$ cat src/rtl/mdu_issue_queue.sv
// In-order Hi/Lo pair issue queue for the MDU. It waits for both source pregs to be ready and
// reserves the MDU's two-cycle Hi/Lo writeback window so mul and div results never collide.
module mdu_iq_wake #(
  parameter int PREG_W = 6
) (
  input  logic [PREG_W-1:0]      src,
  input  logic [1:0]             wkValid,
  input  logic [1:0][PREG_W-1:0] wkPreg,
  output logic                   hit
);
  assign hit = (src == '0) ||
               (wkValid[0] && (wkPreg[0] == src)) ||
               (wkValid[1] && (wkPreg[1] == src));
endmodule

module mdu_issue_queue #(
  parameter int DEPTH   = 4,
  parameter int MUL_LAT = 3,
  parameter int DIV_LAT = 8,
  parameter int PREG_W  = 6,
  parameter int ROBID_W = 6
) (
  input  logic                       clk,
  input  logic                       rst,
  input  logic                       flush,
  input  logic                       enq_valid,
  output logic                       enq_ready,
  input  logic [1:0]                 enq_op,
  input  logic [PREG_W-1:0]          enq_src0,
  input  logic [PREG_W-1:0]          enq_src1,
  input  logic                       enq_rdy0,
  input  logic                       enq_rdy1,
  input  logic [PREG_W-1:0]          enq_pdst_hi,
  input  logic [PREG_W-1:0]          enq_pdst_lo,
  input  logic [ROBID_W-1:0]         enq_id_hi,
  input  logic [ROBID_W-1:0]         enq_id_lo,
  input  logic [1:0]                 wk_valid,
  input  logic [1:0][PREG_W-1:0]     wk_preg,
  output logic [PREG_W-1:0]          prf_raddr0,
  output logic [PREG_W-1:0]          prf_raddr1,
  output logic                       iss_valid,
  output logic [1:0]                 iss_op,
  output logic [PREG_W-1:0]          iss_pdst_hi,
  output logic [PREG_W-1:0]          iss_pdst_lo,
  output logic [ROBID_W-1:0]         iss_id_hi,
  output logic [ROBID_W-1:0]         iss_id_lo,
  output logic [$clog2(DEPTH):0]     count
);
  localparam int PTR_W = $clog2(DEPTH);
  localparam int CNT_W = PTR_W + 1;
  localparam int RES_W = DIV_LAT + 2;
  localparam logic [RES_W-1:0] PAIR     = RES_W'(3);
  localparam logic [RES_W-1:0] MUL_MASK = PAIR << MUL_LAT;
  localparam logic [RES_W-1:0] DIV_MASK = PAIR << DIV_LAT;

  typedef struct packed {
    logic [1:0]         op;
    logic [PREG_W-1:0]  src0;
    logic [PREG_W-1:0]  src1;
    logic [PREG_W-1:0]  pdstHi;
    logic [PREG_W-1:0]  pdstLo;
    logic [ROBID_W-1:0] idHi;
    logic [ROBID_W-1:0] idLo;
  } entry_t;

  entry_t             ent [DEPTH];
  logic [DEPTH-1:0]   vld, rdy0, rdy1, hit0, hit1;
  logic [PTR_W-1:0]   head, tail;
  logic [RES_W-1:0]   res, resShift;
  logic               enqHit0, enqHit1, enqFire, issue, mulFree, divFree;
  entry_t             headEnt;

  genvar g;
  generate
    for (g = 0; g < DEPTH; g++) begin : gWake
      mdu_iq_wake #(.PREG_W(PREG_W)) uW0 (.src(ent[g].src0), .wkValid(wk_valid), .wkPreg(wk_preg), .hit(hit0[g]));
      mdu_iq_wake #(.PREG_W(PREG_W)) uW1 (.src(ent[g].src1), .wkValid(wk_valid), .wkPreg(wk_preg), .hit(hit1[g]));
    end
  endgenerate

  // Same-cycle wakeup for the pair being written so a broadcast is never lost.
  mdu_iq_wake #(.PREG_W(PREG_W)) uEnqW0 (.src(enq_src0), .wkValid(wk_valid), .wkPreg(wk_preg), .hit(enqHit0));
  mdu_iq_wake #(.PREG_W(PREG_W)) uEnqW1 (.src(enq_src1), .wkValid(wk_valid), .wkPreg(wk_preg), .hit(enqHit1));

  assign headEnt    = ent[head];
  assign prf_raddr0 = headEnt.src0;
  assign prf_raddr1 = headEnt.src1;
  assign enq_ready  = (count != CNT_W'(DEPTH));
  assign enqFire    = enq_valid && enq_ready;

  // Slot i of res means the MDU writeback port is taken i cycles from now.
  assign resShift = {1'b0, res[RES_W-1:1]};
  assign mulFree  = !resShift[MUL_LAT] && !resShift[MUL_LAT+1];
  assign divFree  = !resShift[DIV_LAT] && !resShift[DIV_LAT+1];
  assign issue    = vld[head] && rdy0[head] && rdy1[head] &&
                    (headEnt.op[1] ? divFree : mulFree);

  always_ff @(posedge clk) begin
    if (rst || flush) begin
      head        <= '0;
      tail        <= '0;
      count       <= '0;
      vld         <= '0;
      rdy0        <= '0;
      rdy1        <= '0;
      res         <= '0;
      iss_valid   <= 1'b0;
      iss_op      <= '0;
      iss_pdst_hi <= '0;
      iss_pdst_lo <= '0;
      iss_id_hi   <= '0;
      iss_id_lo   <= '0;
    end else begin
      res  <= resShift | (issue ? (headEnt.op[1] ? DIV_MASK : MUL_MASK) : '0);
      rdy0 <= rdy0 | (hit0 & vld);
      rdy1 <= rdy1 | (hit1 & vld);
      if (enqFire) begin
        ent[tail]  <= '{op: enq_op, src0: enq_src0, src1: enq_src1,
                        pdstHi: enq_pdst_hi, pdstLo: enq_pdst_lo,
                        idHi: enq_id_hi, idLo: enq_id_lo};
        vld[tail]  <= 1'b1;
        rdy0[tail] <= enq_rdy0 || enqHit0;
        rdy1[tail] <= enq_rdy1 || enqHit1;
        tail       <= tail + PTR_W'(1);
      end
      // Tail never aliases a valid head on enqueue, so this clear cannot fight the write above.
      if (issue) begin
        vld[head]   <= 1'b0;
        head        <= head + PTR_W'(1);
        iss_valid   <= 1'b1;
        iss_op      <= headEnt.op;
        iss_pdst_hi <= headEnt.pdstHi;
        iss_pdst_lo <= headEnt.pdstLo;
        iss_id_hi   <= headEnt.idHi;
        iss_id_lo   <= headEnt.idLo;
      end else begin
        iss_valid <= 1'b0;
      end
      case ({enqFire, issue})
        2'b10:   count <= count + CNT_W'(1);
        2'b01:   count <= count - CNT_W'(1);
        default: count <= count;
      endcase
    end
  end
endmodule

$ cat config.mk
export PLATFORM = sky130hd
export DESIGN_NAME = mdu_issue_queue
export DESIGN_NICKNAME = d
export VERILOG_FILES = /design/src/rtl/mdu_issue_queue.sv
export SDC_FILE = /design/constraint.sdc
export NUM_CORES = 1
export LEC_CHECK = 0
export BUFFER_PORTS_ARGS = -buffer_cell sky130_fd_sc_hd__clkbuf_2
export CORE_ASPECT_RATIO = 1.4
export CORE_MARGIN = 1
export CORE_UTILIZATION = 45
export CTS_CLUSTER_DIAMETER = 200
export CTS_CLUSTER_SIZE = 20
export DETAILED_ROUTE_END_ITERATION = 16
export PLACE_DENSITY_LB_ADDON = 0.3
export SLEW_MARGIN = 15
export SYNTH_ARGS = -nofsm -noshare
export SYNTH_HDL_FRONTEND = slang
export SYNTH_SLANG_ARGS = --single-unit
export TNS_END_PERCENT = 20
$ cat constraint.sdc
create_clock -name clk -period 3.35 [get_ports clk]
set_input_delay 0.1675 -clock clk [delete_from_list [all_inputs] [get_ports clk]]
set_output_delay 0.1675 -clock clk [all_outputs]
set_load 0.02 [all_outputs]
==> results summary <==
The run finished with clean final reports. The proportion of netlist area held by the largest area contributor came out at 0.4929. Along the worst hold path, the cell count comes to 1.

0 antenna diodes ended up in the layout. The total wire length after detailed routing came out at 21,860 um. The first-iteration detailed-routing DRC count is 424.

The chip height came out at 171.7 um. The startpoint class of the critical path is a register. edfxtp_1 is the most common cell in the netlist. The overall routing resource usage came out at 0.2155. The total via count in the routed design came out at 5,753. The cell type with the largest total area after synthesis is edfxtp_1. The tool flagged a number of max-cap violations equal to 0.

The number of antenna violations at the first check in global routing was 0. The post-detailed-placement cell area came out at 9881 um2. The via count of the first global-routing pass came out at 6,178. The floorplan step defined a core boundary enclosing 20,000 um2.

The total negative slack for setup checks is 0 ns. Setup repair after global routing left no endpoint under its margin. The static leakage power came out at 0.003585 uW. Of the total power, the share spent switching nets is 0.2125. The sum of overflow across all layers after global routing is 0. At the pin with the least slew margin, the transition time is 1.215 ns. The final hold violation count is 0.

The final number of setup-violating endpoints came out at 0. The combined buffer and inverter count along the critical path came out at 1. For this configuration, the core starts out at a cell density of 0.4631. TritonCTS built the clock tree. The TritonCTS buffer count is 14. The proportion of power drawn by combinational gates came out at 0.065. The finished cells cover 10,620 um2. The row count is 61. The cell sitting at the root of the clock tree is a clkbuf_16. The total power divided by cell area is 445.9 nW/um2. Compared with the post-synthesis result, the final layout area differs by 14.71%. The worst path arrival time is 2.99 ns. The count of synthesis-stage warnings from yosys is 0. The maximum clock path buffer count is 3. The worst register-to-register path has a depth of 9. The register share of total power is 0.585. The mean post-synth cell area is 14.09 um2. By area the synthesized netlist is led by edfxtp_1 49%, dfxtp_1 12%, mux4_2 9.5%. The number of sinks on the clock net is 206. The net count reported at finish came out at 832. The final critical-path required period came out at 2.606 ns. The number of synthesized flops with an enable pin is 152. The standard cell with the maximum stage delay on the critical path is mux4_2. The share of synthesized area occupied by flip-flops and latches is 0.6096. The CTS clock-pin slew for the worst setup and hold paths came out at 0.08 ns. The iteration count of the initial detailed-routing pass came out at 4. The final HPWL from detailed placement came out at 14,680 um. The die extent in x came out at 123.2 um. Synthesis handed over a netlist of 657 instances. At the end of routability-driven placement, the weighted congestion stood at 0.8782. The wire length of the first global-routing pass is 33,910 um. The total internal power came out at 3730 uW.

The clock network fraction of total power is 0.350. Based on the critical path, the design can be clocked at up to 383.8 MHz. The maximum VDD drop came out at 0.2972 mV.

Counting buffers and inverters, the worst setup path is 9 cells deep. The post-synthesis cell type count is 34. The die covers 21,160 um2. For this design the top-level I/O count stands at 101.

The count of cells resized by post-cts repair is 0. The clock reaches the later pin of the worst-skew pair after 0.47 ns. Buffers added to address setup during post-CTS repair amount to 0. The normalized max-slew margin came out at 0.1825. The via density per instance is 5.618. Buffers inserted to repair hold after CTS numbered 32. On the final layout, the worst hold slack is 0.02379 ns. The most used flip-flop cell after synthesis is edfxtp_1. The largest fanout on the critical path is 4.

The detailed-route wire length per cell is 21.35 um. The fraction of registers with async set/reset came out at 0. The number of remaining DRC errors came out at 0. The number of levels the H-tree was split into is 1. The kind of end point of the critical path is a register.

The final antenna-violating net count is 0. Grouping stages by cell kind, the critical path spends the most delay in adder cells. The switching power came out at 1006 uW. The ratio of cells with drive above 1 in the final layout is 0.2267. The register bit count reported by yosys came out at 206. The worst hold path belongs to the class input port to register. The commonest cells after synthesis are 152 x edfxtp_1, 63 x xnor2_1, 61 x xor2_1, 54 x dfxtp_1, 52 x nand2_1.

The biggest cell delay along the critical path is 0.54 ns. Of the available clock period, the critical path in the final layout requires 0.7778. The cell area that synthesis handed to floorplanning was 9260 um2. The data required time of the worst path is 3.74 ns. Entering global routing, the biggest net connects 46 pins.

The critical path goes through mux4_2 > nor2b_4 > o21ai_4 > inv_2 > ha_1 > fa_1 > xnor2_1 > or3_1 > a21oi_1. The critical path is of the register to register type. The number of nets in the synthesized netlist came out at 725.

The worst-case clock skew came out at 0.01940 ns. The number of buffer cells added on primary ports is 100. The final number of max-transition violations is 0.
[metrics by stage]
stage               power [uW]  instances  setup WS [ns]  utilization
floorplan                 2998        657         0.6122            -
global placement          3093        968         0.8356       0.4941
detailed placement        3107        968         0.7532       0.4941
CTS                       4784       1024         0.7306       0.5312
global route              4901       1024         0.6259       0.5312
finish                    4737       1024         0.7442       0.5312
[per-layer routing]
metal | vias to the layer above | track usage | share of wire
li1 | 2658 | - | -
met1 | 2881 | 0.2518 | 0.39
met2 | 164 | 0.3918 | 0.54
met3 | 50 | 0.02520 | 0.041
met4 | 0 | 0.09534 | 0.032
met5 | - | 0 | 0
[power by group through the flow]
stage               registers [uW]  logic, uW  clock network (uW)
floorplan                     2830        172                   0
global placement              2830        266                   0
detailed placement            2830        279                   0
CTS                           2770        309                1710
global route                  2770        332                1800
finish                        2770        308                1660
[cell usage in the layout (no fill, tap or decap), types with 6 or more instances in the layout]
cell and instances:
or3_1 9, dlygate4sd3_1 32, clkbuf_1 8, xnor2_1 63
dfxtp_1 52, a2111oi_0 8, inv_1 6, nor2_1 11
clkbuf_2 100, or4_1 10, nand4_1 20, ha_1 9
clkbuf_16 15, nand2_1 52, xor2_1 61, mux4_2 39
buf_4 8, edfxtp_1 152, nor3_1 26, a21oi_1 34
nor4_1 22
[final timing paths]
path,startpoint,endpoint,slack (ns)
max reg2reg,ent[3][37]$_DFFE_PP_,count[2]$_SDFFE_PP0P_,0.74
min,enq_src1[2],ent[2][26]$_DFFE_PP_,0.02
min reg2reg,res[8]$_SDFF_PP0_,res[7]$_SDFF_PP0_,0.42
max,ent[3][37]$_DFFE_PP_,count[2]$_SDFFE_PP0P_,0.74
[state kept, by name, indices dropped and copies added (netlist names), 6 cells and up, named ones only]
name	cells
iss_pdst_lo	6
res	6
iss_pdst_hi	6
ent	152
iss_id_lo	6
iss_id_hi	6
[cell type report]
type / count / area, um2
flip-flops and latches: 206 / 5648
multi-input cells: 395 / 3331
well taps: 252 / 315.3
repair buffers: 140 / 880.8
inverters: 7 / 26.28
clock buffers: 23 / 405.4
clock inverters: 1 / 16.27
fillers: 1687 / 9374
[cells by family (layout without fill, tap and decap cells)]
group                    after synthesis  count (layout)  share of synthesized area
XOR/XNOR                             124             124                     0.1173
flip-flops                           206             206                     0.6096
buffers and inverters                 56             171                    0.03121
multiplexers                          41              41                    0.09701
AND/OR/NAND/NOR                      171             171                    0.09931
adder cells (fa/ha/maj)               10              10                    0.01432
AO/OA/AOI/OAI                         49              49                    0.03121
No activity file was read; power rests on OpenSTA's default activity.
